--- config.mk ---
export PLATFORM = sky130hd
export DESIGN_NAME = oled_spi_fifo_manager
export DESIGN_NICKNAME = d
export VERILOG_FILES = /design/src/rtl/oled_spi_fifo_manager.sv
export SDC_FILE = /design/constraint.sdc
export NUM_CORES = 1
export LEC_CHECK = 0
export CORE_UTILIZATION = 30
export CTS_BUF_LIST = sky130_fd_sc_hd__clkbuf_4
export CTS_CLUSTER_SIZE = 24
export DETAILED_ROUTE_END_ITERATION = 10
export MAX_ROUTING_LAYER = met4
export PLACE_DENSITY = 0.6
export SLEW_MARGIN = 5
export SYNTH_ARGS = -nofsm -noshare
export SYNTH_HDL_FRONTEND = slang
export SYNTH_SLANG_ARGS = --single-unit
--- constraint.sdc ---
create_clock -name HCLK -period 6.9 [get_ports HCLK]
set_input_delay 1.725 -clock HCLK [delete_from_list [all_inputs] [get_ports HCLK]]
set_output_delay 1.725 -clock HCLK [all_outputs]
set_load 0.01 [all_outputs]
--- src/rtl/oled_spi_fifo_manager.sv ---
// AHB-Lite slave feeding a byte FIFO that drains into an OLED SPI (mode 0) shifter.
// Each FIFO entry carries the byte plus its data/command flag; nCS stays low across queued bytes.
module oled_spi_fifo_manager #(
    parameter int FIFO_DEPTH = 8,
    parameter int DIV_WIDTH  = 8
) (
    input  logic        HCLK,
    input  logic        HRESETn,
    input  logic        HSEL,
    input  logic        HREADY,
    input  logic        HWRITE,
    input  logic [31:0] HADDR,
    input  logic [31:0] HWDATA,
    input  logic [2:0]  HSIZE,
    input  logic [1:0]  HTRANS,
    output logic [31:0] HRDATA,
    output logic        HREADYOUT,
    output logic        nCS,
    output logic        DnC,
    output logic        SDIN,
    output logic        SCLK,
    output logic        IRQ
);

    localparam int PW = $clog2(FIFO_DEPTH);
    localparam int LW = PW + 1;

    typedef enum logic [1:0] {ST_IDLE, ST_LOW, ST_HIGH} state_t;

    // AHB data-phase bookkeeping
    logic       dph_valid_reg;
    logic       dph_write_reg;
    logic [1:0] dph_addr_reg;

    // FIFO storage and pointers
    logic [8:0]    mem [FIFO_DEPTH];
    logic [PW-1:0] wr_ptr_reg, rd_ptr_reg;
    logic [LW-1:0] level_reg, level_next;

    // Control / status registers
    logic [DIV_WIDTH-1:0] div_reg;
    logic                 irq_en_reg;
    logic                 done_reg, done_next;
    logic                 ovf_reg, ovf_next;

    // Shift engine
    state_t               state_reg, state_next;
    logic [2:0]           bit_reg, bit_next;
    logic [DIV_WIDTH-1:0] half_reg, half_next;
    logic [DIV_WIDTH-1:0] divcur_reg, divcur_next;
    logic [7:0]           shift_reg, shift_next;
    logic                 dnc_reg, dnc_next;
    logic                 pop;
    logic                 done_set;

    logic        addr_phase, wr_dph, rd_dph;
    logic        push_req, push_ok, flush, ctrl_wr, w1c;
    logic        full, empty;
    logic [8:0]  head;
    logic [31:0] status_word, ctrl_word;
    logic        unused_bits;

    assign unused_bits = ^{HSIZE, HADDR, HWDATA};

    assign addr_phase = HSEL & HREADY & (HTRANS != 2'b00);
    assign wr_dph     = dph_valid_reg & dph_write_reg;
    assign rd_dph     = dph_valid_reg & ~dph_write_reg;

    assign full     = (level_reg == LW'(FIFO_DEPTH));
    assign empty    = (level_reg == '0);
    assign push_req = wr_dph & (dph_addr_reg == 2'd0);
    assign push_ok  = push_req & ~full;
    assign flush    = wr_dph & (dph_addr_reg == 2'd1) & HWDATA[0];
    assign ctrl_wr  = wr_dph & (dph_addr_reg == 2'd2);
    assign w1c      = wr_dph & (dph_addr_reg == 2'd3);
    assign head     = mem[rd_ptr_reg];

    always_ff @(posedge HCLK or negedge HRESETn) begin
        if (!HRESETn) begin
            dph_valid_reg <= 1'b0;
            dph_write_reg <= 1'b0;
            dph_addr_reg  <= 2'd0;
        end else begin
            dph_valid_reg <= addr_phase;
            dph_write_reg <= HWRITE;
            dph_addr_reg  <= HADDR[3:2];
        end
    end

    // Storage has no reset so it can map onto RAM primitives.
    always_ff @(posedge HCLK) begin
        if (push_ok)
            mem[wr_ptr_reg] <= HWDATA[8:0];
    end

    always_comb begin
        level_next = level_reg;
        case ({push_ok, pop})
            2'b10:   level_next = level_reg + LW'(1);
            2'b01:   level_next = level_reg - LW'(1);
            default: level_next = level_reg;
        endcase
    end

    always_ff @(posedge HCLK or negedge HRESETn) begin
        if (!HRESETn) begin
            wr_ptr_reg <= '0;
            rd_ptr_reg <= '0;
            level_reg  <= '0;
        end else if (flush) begin
            wr_ptr_reg <= '0;
            rd_ptr_reg <= '0;
            level_reg  <= '0;
        end else begin
            if (push_ok)
                wr_ptr_reg <= wr_ptr_reg + 1'b1;
            if (pop)
                rd_ptr_reg <= rd_ptr_reg + 1'b1;
            level_reg <= level_next;
        end
    end

    // Set wins over a same-cycle write-one-to-clear.
    assign done_next = done_set | (done_reg & ~(w1c & HWDATA[0]));
    assign ovf_next  = (push_req & full) | (ovf_reg & ~(w1c & HWDATA[1]));

    always_ff @(posedge HCLK or negedge HRESETn) begin
        if (!HRESETn) begin
            div_reg    <= DIV_WIDTH'(1);
            irq_en_reg <= 1'b0;
            done_reg   <= 1'b0;
            ovf_reg    <= 1'b0;
        end else begin
            if (ctrl_wr) begin
                div_reg    <= HWDATA[DIV_WIDTH-1:0];
                irq_en_reg <= HWDATA[16];
            end
            done_reg <= done_next;
            ovf_reg  <= ovf_next;
        end
    end

    always_ff @(posedge HCLK or negedge HRESETn) begin
        if (!HRESETn) begin
            state_reg  <= ST_IDLE;
            bit_reg    <= 3'd0;
            half_reg   <= '0;
            divcur_reg <= '0;
            shift_reg  <= 8'd0;
            dnc_reg    <= 1'b0;
        end else begin
            state_reg  <= state_next;
            bit_reg    <= bit_next;
            half_reg   <= half_next;
            divcur_reg <= divcur_next;
            shift_reg  <= shift_next;
            dnc_reg    <= dnc_next;
        end
    end

    // Divider is sampled at the start of each half period so CTRL writes never stretch one mid-way.
    always_comb begin
        state_next  = state_reg;
        bit_next    = bit_reg;
        half_next   = half_reg;
        divcur_next = divcur_reg;
        shift_next  = shift_reg;
        dnc_next    = dnc_reg;
        pop         = 1'b0;
        done_set    = 1'b0;
        case (state_reg)
            ST_IDLE: begin
                if (!empty) begin
                    pop         = 1'b1;
                    shift_next  = head[7:0];
                    dnc_next    = head[8];
                    bit_next    = 3'd0;
                    half_next   = '0;
                    divcur_next = div_reg;
                    state_next  = ST_LOW;
                end
            end
            ST_LOW: begin
                if (half_reg == divcur_reg) begin
                    half_next   = '0;
                    divcur_next = div_reg;
                    state_next  = ST_HIGH;
                end else begin
                    half_next = half_reg + 1'b1;
                end
            end
            ST_HIGH: begin
                if (half_reg == divcur_reg) begin
                    half_next   = '0;
                    divcur_next = div_reg;
                    if (bit_reg != 3'd7) begin
                        shift_next = {shift_reg[6:0], 1'b0};
                        bit_next   = bit_reg + 3'd1;
                        state_next = ST_LOW;
                    end else if (!empty) begin
                        pop        = 1'b1;
                        shift_next = head[7:0];
                        dnc_next   = head[8];
                        bit_next   = 3'd0;
                        state_next = ST_LOW;
                    end else begin
                        done_set   = 1'b1;
                        state_next = ST_IDLE;
                    end
                end else begin
                    half_next = half_reg + 1'b1;
                end
            end
            default: state_next = ST_IDLE;
        endcase
    end

    assign nCS  = (state_reg == ST_IDLE);
    assign SCLK = (state_reg == ST_HIGH);
    assign SDIN = (state_reg != ST_IDLE) & shift_reg[7];
    assign DnC  = (state_reg != ST_IDLE) & dnc_reg;
    assign IRQ  = irq_en_reg & (done_reg | ovf_reg);
    assign HREADYOUT = 1'b1;

    always_comb begin
        status_word       = '0;
        status_word[0]    = empty;
        status_word[1]    = full;
        status_word[2]    = (state_reg != ST_IDLE);
        status_word[15:8] = 8'(level_reg);
        ctrl_word                  = '0;
        ctrl_word[DIV_WIDTH-1:0]   = div_reg;
        ctrl_word[16]              = irq_en_reg;
    end

    always_comb begin
        HRDATA = '0;
        if (rd_dph) begin
            case (dph_addr_reg)
                2'd1:    HRDATA = status_word;
                2'd2:    HRDATA = ctrl_word;
                2'd3:    HRDATA = {30'd0, ovf_reg, done_reg};
                default: HRDATA = '0;
            endcase
        end
    end

endmodule

After elaboration in Yosys (flattened, before gate mapping)
Memories as Yosys holds them, arrays and structs flattened.
Cells that the tools add are included.
- add/sub/neg operators: 6
- equality and inequality tests: 15
- muxes and demuxes: 42
- bitwise operators: 25
- reduce and logical (&&, ||, !) cells: 16
- operator list (kind ; number):
    8-bit 2-to-1 mux ; 7
    17-bit case mux with 3 select lines ; 1
    8-bit case mux with 2 select lines ; 3
    3-bit 2-to-1 mux ; 7
    1-bit AND ; 18
    17-bit 2-to-1 mux ; 1
    1-bit 2-to-1 mux ; 14
    2-bit nonzero test ; 6
    3-bit by 1-bit adder with 3-bit output, second input constant ; 3
    3-bit AND reduction ; 3
    8-bit by 1-bit adder with 8-bit output, second input constant ; 1
    2-bit equality test, second input constant ; 4
    8-bit equality test ; 1
    4-bit case mux with 2 select lines ; 1
    2-bit by 1-bit equality test with 1-bit output, second input constant ; 3
    2-bit 2-to-1 mux ; 3
    2-bit != test, second input constant ; 3
    2-bit case mux with 3 select lines ; 1
    3-bit case mux with 2 select lines ; 1
    4-bit by 1-bit adder with 4-bit output, second input constant ; 1
    4-bit equality test, second input constant ; 1
    2-bit logical NOT ; 2
    4-bit logical NOT ; 1
    4-bit 2-to-1 mux ; 1
    9 further kinds ; 17
- register bits: 55
- memory bits (writable): 72
- input port bits: 74
- output and inout port bits: 38
- word-level logic and storage cells: 121
- memories: 1
- memories (memory ; depth ; bits a word ; read ports ; clocked after memory_dff ; wr ports ; line ; source):
    mem ; 8 ; 9 ; 1 ; 0 ; 1 ; 36 ; logic [8:0] mem [FIFO_DEPTH];

Logic depth before layout (Yosys ltp)
- depth after elaboration: 8
- mapped depth: 13
- depth with buffers taken out: 13

Least setup slack after synthesis
No wires, ideal clock.
- path kind: reg2out
- from: register level_reg[1]
- to: output port HRDATA[0]
- data arrival time: 1.378 ns
- data required time: 5.175 ns
- slack: 3.797 ns
- cell stages (with the launch flop): 8
- path buffers: 2
- cell sequence: dfrtp_1 -> buf_4 -> nor3_1 -> nand2b_1 -> clkbuf_1 -> o21ai_0 -> a22oi_1 -> nor2_1
- word-level cells in the longest chain between the ends: 3
- RTL lines (item ; line ; source):
    start, declared ; 38 ; logic [LW-1:0] level_reg, level_next;
    start signal, assigned ; 119 ; level_reg <= level_next;
    4-bit logical NOT ; 70 ; assign empty = (level_reg == '0);
    17-bit case mux with 3 select lines ; 239 ; case (dph_addr_reg)
    17-bit 2-to-1 mux ; 238 ; if (rd_dph) begin
    end, declared ; 16 ; output logic [31:0] HRDATA,
Every way passes these cells.

Worst setup path after layout
Ends and elaborated chain as after synthesis.

==> summary.md <==
The run gives 231 MHz as the highest attainable clock frequency. The setup path with the least slack is of type reg -> out. The tools report the number of instances in the synthesized netlist as 426. The largest individual stage delay along the critical path comes from the cell clkdlybuf4s50_1.

Counting flops per register, the top entry is mem. The final-report max-slew violation count was 0; the cts-stage hold buffer count was 0. The time the worst path needs with I/O delays and setup was 4.33 ns; the count of TritonRoute iterations in the first routing pass was 4.

The sequential-to-total area share from yosys stat is 0.602. The height of the die works out to 142 um. For the effective utilization at floorplan, the log shows 0.310. The nature of the critical path startpoint was a register.

The area of the die is 0.0202 mm^2. The flow ran to the end, and the final reports show no timing, DRC or antenna violations. The number of setup buffers added after CTS is 0. After the last flow step, the layout net total stands at 552.

In this design, the stage delay of the slowest critical-path cell is 0.54 ns. The number of antenna violations at the first check in global routing is 0, and the slew at the pin with the worst max-slew slack is 1.07 ns. The final worst-path cycle share works out to 0.628. The number of different library cells used by synthesis comes to 60. The total of flip-flops plus latches after synthesis was 127. The maximum fanout count along the critical path was 11. The finished cells cover 0.00676 mm^2. In this run the standard cell core region covers 0.0190 mm^2. The most used flip-flop cell after synthesis is edfxtp_1.

Summing all placed instances gives a cell area of 0.00646 mm^2. Post-CTS repair changed the size of 0 cells. Total number of vias: 3538. Setup violations remaining at the end of the flow were counted as 0.

The logs give 3.16 ns for the placement-stage worst setup slack and 0 for the total congestion overflow. The final RePlAce weighted congestion came out at 0.792. The tools report the routed wire length as 12200 um. Synthesized cell area: 0.00588 mm^2. In this run the clock root is driven by a clkbuf_4. Traced cell by cell, the critical path runs through nor3_1 > nand2b_1 > o21ai_0 > a22oi_1 > nor2_1 > clkdlybuf4s50_1. The ratio of routed vias to standard cells was 4.77. Setup repair after global routing left no endpoint under its margin.

In the final timing run, aggregate negative setup slack is 0 ns. The logs give 0.136 for the all-layer global routing usage and 56 for the largest net degree at the start of global routing. In the final routed layout, each cell accounts on average for 16.5 um. The latest clock arrival within the worst-skew pair was 0.55 ns. Once routing completed, OpenROAD measured the worst setup slack at 2.57 ns. Counting flops with a built-in enable in the synthesized netlist gives 72.

The critical path's top delay family is simple AND/OR/NAND/NOR gates. For the number of DRC violations after detailed routing, the log shows 0. The clock sink count was 127; the data arrival time of the critical path was 2.61 ns.

Pin placement for this block handled 112 I/O pins. Number of flip-flops under the largest register name: 72. The fraction of layout cells with a size suffix above 1 came out at 0.194.

Across the VDD grid, the largest voltage drop is 0.211 mV. The tools report the standby leakage power as 2.44 nW. Summed over all nets, the half-perimeter wirelength after detailed placement is 8430 um. Number of global-route vias before repair: 3639. For the hold violation total from the final report, the log shows 0. Clock skew on the completed layout was measured at 0.0201 ns. The detail route stage leaves a number of antenna-violating nets equal to 0.

The async set-or-reset flop fraction in the synthesized netlist was 0.433. Total power for the finished layout comes to 2.43 mW. Setup slack on the worst reg-to-reg path comes out at 4.03 ns.

The headroom to the max-slew limit is 0.287. TritonCTS built the clock tree. For the maximum number of buffers from clock root to sink, the log shows 2. The clock tree synthesis step divided the H-tree into 4 levels. The total number of placement rows came out at 50. The logs give 0 for the number of max-cap violations and 19700 um for the first-pass GRT wire length.

Data on the critical path is required at its endpoint by 5.18 ns. The endpoint kind of the worst setup timing path is an output pin. The first routing iteration left 206 violations. Count of port buffers added during placement: 36. For this design the ratio of total power to cell area is 359 mW/mm^2. The layout-stage area growth over the synthesis result works out to 15.0%.

After clock tree synthesis, the clock-pin slew on the worst setup and hold paths is 0.12 ns. The worst min-delay path class was reg -> reg. The die is 142 um wide. The synthesized area per cell came out at 13.8 um^2.

The number of buffers inserted during clock tree synthesis was 17. The buffering stage count on the worst path with inverters included was 1; the number of warnings printed during yosys synthesis was 0.
## metrics by stage
step                hold WS [ns]   util  cells
floorplan                  0.457      -    444
global placement           0.471  0.341    708
detailed placement         0.479  0.341    708
CTS                        0.495  0.357    740
global route               0.519  0.357    740
finish                     0.491  0.357    741
## metal layers
metal	global-route usage	part of all wire	routed length, um	vias up
li1	-	-	-	1629
met1	0.173	0.47	5690	1819
met2	0.208	0.48	5860	75
met3	0.0384	0.043	523	15
met4	0.0453	0.011	135	0
met5	-	0	0	-
## worst register-to-register path, cell delays in order (launching register included)
cell and delay (ns):
dfrtp_1 0.52, nor4b_2 0.36, or3_1 0.40, nand4_1 0.27, nand2_1 0.18, ha_1 0.33
nor2b_1 0.17, mux2i_1 0.15, o41ai_1 0.10, o21ai_1 0.17, a21oi_1 0.09
## synth_stat cells (2+ instances only)
cell type	number	area [um^2]
a21oi_1	9	45.0
a21oi_2	2	17.5
a22o_1	2	17.5
a22oi_1	3	22.5
a31oi_1	5	31.3
and2_1	10	62.6
and3_1	2	12.5
and4_1	3	26.3
buf_2	4	20.0
buf_4	22	165
clkbuf_1	7	26.3
conb_1	2	7.51
dfrtp_1	54	1350
edfxtp_1	72	2160
ha_1	11	138
inv_1	7	26.3
mux2_2	19	214
mux2i_1	11	110
mux4_2	18	405
nand2_1	22	82.6
nand2b_1	7	43.8
nand3_1	8	40.0
nand4_1	5	31.3
nor2_1	33	124
nor2b_1	5	31.3
nor3_1	7	35.0
nor3b_1	2	15.0
nor4_1	2	12.5
o21a_1	3	22.5
o21ai_0	14	70.1
o22a_1	4	35.0
o22ai_1	3	18.8
o31ai_1	2	15.0
or2_2	2	12.5
or3_1	2	12.5
xnor2_1	12	105
xor2_1	7	61.3
## placed cells by master (no fill, tap or decap), types with 3 or more instances in the layout
| cell type | netlist | routed |
|---|---|---|
| a21oi_1 | 9 | 9 |
| nand3_1 | 8 | 8 |
| nor3_2 | 1 | 5 |
| nor3_1 | 7 | 3 |
| o22ai_1 | 3 | 3 |
| xor2_1 | 7 | 7 |
| mux2i_1 | 11 | 11 |
| xnor2_1 | 12 | 12 |
| edfxtp_1 | 72 | 72 |
| clkdlybuf4s50_1 | 0 | 35 |
| mux4_2 | 18 | 18 |
| a22oi_1 | 3 | 3 |
| ha_1 | 11 | 11 |
| bufinv_16 | 0 | 3 |
| nand4_1 | 5 | 5 |
| dfrtp_1 | 54 | 54 |
| o21ai_0 | 14 | 14 |
| inv_6 | 0 | 4 |
| and4_1 | 3 | 3 |
| inv_1 | 7 | 7 |
| buf_4 | 22 | 3 |
| o21a_1 | 3 | 3 |
| conb_1 | 2 | 20 |
| nand2_1 | 22 | 22 |
| o22a_1 | 4 | 4 |
| and2_1 | 10 | 10 |
| nor2b_1 | 5 | 5 |
| a31oi_1 | 5 | 5 |
| nor2_1 | 33 | 33 |
| mux2_2 | 19 | 19 |
| clkbuf_4 | 0 | 19 |
| nand2b_1 | 7 | 7 |
## path summary, 6_finish.rpt
check,startpoint,endpoint,cells after the start
setup / recovery,level_reg[1],HRDATA[0],6
hold / removal,bit_reg[0],bit_reg[0],1
setup reg to reg,level_reg[1],level_reg[2],10
hold reg to reg,bit_reg[0],bit_reg[0],1
max in group asynchronous,HRESETn,divcur_reg[4],2
min in group asynchronous,HRESETn,divcur_reg[2],2
## layout make-up
type / count / area, um^2
diodes: 1 / 2.50
clock buffers: 19 / 143
clock inverters: 13 / 160
fillers: 1808 / 12200
inverters: 7 / 26.3
multi-input cells: 275 / 2190
flip-flops and latches: 127 / 3540
well taps: 260 / 325
repair buffers: 39 / 378
## report_power, final
part | internal (mW) | switching [mW] | leakage, nW
clock | 0.262 | 0.287 | 0.166
combinational | 0.411 | 0.390 | 0.967
sequential | 0.916 | 0.165 | 1.31
total | 1.59 | 0.842 | 2.44
## logic make-up (layout without fill, tap and decap cells)
group                    after synthesis  in the layout  synth area share
AND/OR/NAND/NOR                      119            119             0.111
multiplexers                          48             48             0.124
XOR/XNOR                              19             19            0.0283
adder cells (fa/ha/maj)               11             11            0.0234
flip-flops                           127            127             0.602
other                                  2             21           0.00128
buffers and inverters                 42             78            0.0419
AO/OA/AOI/OAI                         58             58            0.0687
Power figures use the tool's default switching activity.
==> patch 1, RTL diff (config.mk and constraints unchanged) <==
`FIFO_DEPTH`: 8 -> 16.
--- a/src/rtl/oled_spi_fifo_manager.sv
+++ b/src/rtl/oled_spi_fifo_manager.sv
@@ -2,5 +2,5 @@
 // Each FIFO entry carries the byte plus its data/command flag; nCS stays low across queued bytes.
 module oled_spi_fifo_manager #(
-    parameter int FIFO_DEPTH = 8,
+    parameter int FIFO_DEPTH = 16,
     parameter int DIV_WIDTH  = 8
 ) (
Function: same outputs for any inputs over 10 cycles, from zero or initial values and one cycle with HRESETn low; that may be too few to reach the edited logic, so the function may still have changed.
==> patch 1 against the original RTL <==
Final area increased by 52%. Cell count up 45%. Routed wire length increased by 51%. Setup slack lost 26 ps. Synthesized area is 52% higher. Sequential cell count is 75 higher. Clock skew grew 17 ps. Sequential share of layout area increased by 3.9 points. Count of clock-buffer cells in the layout grew 56. Die area up 51%. Via count is 44% higher. Fmax down 0.61%. Total power is 49% higher. Critical path type unchanged.
==> patch 1: results <==
[clocking]
insertion_delay_ps = 660
cts.clk_slew.worst_paths_ps = 70
clock-root-buffer = clkbuf_4
clockBufferDepth = 3
post_cts_resized = 0
cts_buffers = 51
cts_setup_buffers = 0
htreeDepth = 2

[grt]
track_usage_pct = 12.7
antenna_found_initial = 0
grt_max_degree = 59
grt_pass1_wl_um = 29100
grt_pass1_vias = 5158

[synthesis]
async_reset_ff_share_pct = 28.7
seq_area_frac_synth_pct = 64.6
synth_ff_type = edfxtp_1
synthTopCellsByArea = edfxtp_1 48%, dfrtp_1 16%, mux4_2 7.0%, mux4_1 2.3%, and2_1 1.9%
synth_common_cells = 144 x edfxtp_1, 57 x dfrtp_1, 39 x nand2_1
synth_edf_count = 144
yosysWarnings = 0
synth_cell_types = 64

[routing]
wl_um = 18500
wl_met2_um = 8560
drt-initial-drc-count = 300
met3_wirelength_um = 1070
highest-signal-layer = met4
ant_nets = 0
via_count = 5112
m1WireLength_um = 8610
drtPass1Iterations = 5

[placed_design]
gp_congestion = 0.746
hpwl_um = 11800
port_buffers = 37

[pwr]
irDropWorstVdd_v = 0.000133
power_leakage_nw = 3.70

[cells_and_area]
diodes = 0
top_register = mem
largest_reg_flops = 144
layout-drive-gt1-share_pct = 20.4
nNetsFinal = 745
fillers = 2804

[outcome]
status = finished, final reports clean

[worst_hold_path]
hp-class = reg2reg

[timing]
fin_skew_ps = 37.3
maxSlewHeadroom_pct = 30.2

[setup_path]
cp_max_fo = 6
[patch 1: layer usage]
| metal | vias up | GRT usage (%) |
|---|---|---|
| met4 | 0 | 3.55 |
| met5 | - | - |
| met1 | 2536 | 17.1 |
| met2 | 164 | 19.2 |
| met3 | 36 | 2.89 |
| li1 | 2376 | - |
[patch 1: per-stage QoR]
| step | total power (W) | std cells | hold WS [ps] | cell area (um2) | worst slack, ps |
|---|---|---|---|---|---|
| 5_1_grt | 0.00387 | 1075 | 526 | 10300 | 2330 |
| 6_report | 0.00363 | 1075 | 493 | 10300 | 2540 |
| 3_5_place_dp | 0.00266 | 989 | 475 | 9620 | 2910 |
| 4_1_cts | 0.00368 | 1075 | 494 | 10300 | 2480 |
| 2_1_floorplan | 0.00240 | 605 | 457 | 9010 | 3610 |
| 3_3_place_gp | 0.00265 | 989 | 473 | 9620 | 2930 |
[patch 1: worst paths after layout]
kind	startpoint	to	slack, ps	depth (start not counted)
min	shift_reg[1]	shift_reg[1]	490	1
min reg2reg	shift_reg[1]	shift_reg[1]	490	1
max reg2reg	state_reg[0]	level_reg[4]	4010	12
max	level_reg[3]	HRDATA[1]	2540	5
max in group asynchronous	HRESETn	bit_reg[1]	5120	2
min in group asynchronous	HRESETn	divcur_reg[4]	1260	2
[patch 1: cells by family (layout without fill, tap and decap cells)]
logic type      Yosys count  after routing  synth area share (%)
flops                   202            202                  64.6
buf+inv                  49            135                  3.38
xor+xnor                 15             15                  1.47
simple gates            154            154                  9.06
fa+ha+maj                13             13                  1.82
other cells               2             19                0.0839
compound gates           87             87                  6.49
mux                      66             66                  13.1
[patch 1: power breakdown]
group,internal (W),switching [W],total [W]
clock,0.000534,0.000473,0.00101
sequential,0.00143,0.000138,0.00156
combinational,0.000506,0.000555,0.00106
[patch 1: worst max-delay path, stage by stage (launching register included)]
cell             delay, ps
dfrtp_1                450
nor4_2                 480
and2_1                 250
a22oi_1                100
nor2_1                 140
clkdlybuf4s50_1        570
[patch 1: layout make-up]
cell class                 instances  share of cell area, %
sequential                       202                   56.3
multi-input combinational        354                   28.6
clock buffer                      75                   5.48
tap                              384                   4.68
timing repair buffer              43                   4.00
clock inverter                    11                  0.792
inverter                           6                  0.219
==> patch 2, RTL diff (same settings) <==
Without the edit above. Re-encode `state_t` (3 states) as one-hot, 3 bits wide.
--- a/src/rtl/oled_spi_fifo_manager.sv
+++ b/src/rtl/oled_spi_fifo_manager.sv
@@ -26,5 +26,5 @@
     localparam int LW = PW + 1;
 
-    typedef enum logic [1:0] {ST_IDLE, ST_LOW, ST_HIGH} state_t;
+    typedef enum logic [2:0] {ST_IDLE = 3'b001, ST_LOW = 3'b010, ST_HIGH = 3'b100} state_t;
 
     // AHB data-phase bookkeeping
Check against the original RTL: same outputs for any inputs over 10 cycles, from zero or initial values and one cycle with HRESETn low; not proved beyond that.
==> patch 2 against the original RTL <==
Routed wire length is 3.6% lower. Total power is 4.3% lower. Sequential cell count is 1 higher. Worst hold slack better by 4.9 ps. Synthesized area is 1.0% lower. Highest routed layer unchanged. Register-to-register slack better by 40 ps. Critical endpoint unchanged. Utilization is 0.41 points lower. Final area is 1.5% lower. Setup slack worse by 130 ps. Sequential share of layout area is 1.2 points higher. Synthesized cell count is 3.1% lower.
==> patch 2: results <==
[outcome]
status = finished, final reports clean

[clocking]
cts_setup_buffers = 0
clock-root-buffer = clkbuf_4
clockBufferDepth = 2
cts.clk_slew.worst_paths_ps = 110
htreeDepth = 4
insertion_delay_ps = 520
post_cts_resized = 0
cts_buffers = 17

[setup_path]
r2r-end = level_reg[3]
cpPeakStageDelay_ps = 690
slowest_stage = or4_1
crit_family = simple AND/OR/NAND/NOR gates
r2r_setup_slack_ps = 4070
cp_max_fo = 9
critPathCapture = HRDATA[0]
reg2regPathDepth = 9
crit_start = level_reg[1]
arrival_ps = 2740

[cells_and_area]
nNetsFinal = 534
top_register = mem
layout-drive-gt1-share_pct = 20.6
largest_reg_flops = 72

[grt]
track_usage_pct = 13.4
grt_pass1_vias = 3458
grt_max_degree = 57
antenna_found_initial = 1
grt_pass1_wl_um = 19100

[synthesis]
synth_common_cells = 72 x edfxtp_1, 54 x dfrtp_1, 27 x nor2_1
async_reset_ff_share_pct = 43.8
synth_edf_count = 72
synthTopCellsByArea = edfxtp_1 37%, dfrtp_1 23%, mux4_2 7.0%, mux2_2 2.7%, buf_4 2.6%
yosysWarnings = 0
synth_cell_types = 59
seq_area_frac_synth_pct = 61.2

[placed_design]
place_area_um2 = 6400
hpwl_um = 7800
gp_congestion = 0.841
pre_cts_ws_ps = 3010
port_buffers = 36

[worst_hold_path]
hold_path_depth = 1
hp-start = bit_reg[0]
hp-class = reg2reg
min_to = bit_reg[0]

[timing]
worst_pin_slew_ps = 1130
fin_tns_setup_ps = 0
fin_skew_ps = 15.5
finalWorstSetupSlack_ps = 2440

[pwr]
irDropWorstVdd_v = 0.000111
power_leakage_nw = 2.40

[routing]
drt-wirelength-per-cell_um = 16.2
drtPass1Iterations = 7
via_count = 3402
drt-initial-drc-count = 180
patch 2: cell types whose count changed after synthesis, moves of 4 or more:
cell | before | now
and2_1 | 10 | 14
nand4_1 | 5 | 9
nor2_1 | 33 | 27
o21ai_0 | 14 | 9
ha_1 | 11 | 7
o221a_2 | 0 | 7
nand3_1 | 8 | 3
a31oi_1 | 5 | 1
mux2_2 | 19 | 14
patch 2: routing by layer:
metal	GRT usage, %	routed length [um]	vias to the layer above
li1	-	-	1582
met1	16.9	5350	1724
met2	20.7	5780	85
met3	2.73	403	11
met4	6.64	233	0
met5	-	0	-
patch 2: metrics by stage:
step                      hold WS (ps)  std cells
final                              496        727
after global routing               524        727
after CTS                          503        726
after detailed placement           489        694
after global placement             467        694
after floorplan                    457        431
patch 2: logic make-up after synthesis:
family	Yosys count	synth area share (%)
DFF	128	61.2
and+or+nand+nor	112	10.5
AOI/OAI and AO/OA	50	6.47
muxes	48	12.5
buffers and inverters	44	4.36
xor gates and xnor gates	22	3.31
adders and majority gates	7	1.50
other	2	0.129
patch 2: layout make-up:
cell class / instances / area (um2)
inverter: 8 / 30.0
timing repair buffer: 39 / 378
multi-input combinational: 259 / 2100
sequential: 128 / 3570
clock inverter: 10 / 100
tap: 260 / 325
antenna: 1 / 2.50
fill: 1868 / 12200
clock buffer: 22 / 165
patch 2: power breakdown:
part / internal (W) / total [W] / switching [W]
sequential: 0.000927 / 0.00109 / 0.000167
combinational: 0.000394 / 0.000744 / 0.000350
clock: 0.000230 / 0.000488 / 0.000258
total: 0.00155 / 0.00233 / 0.000775
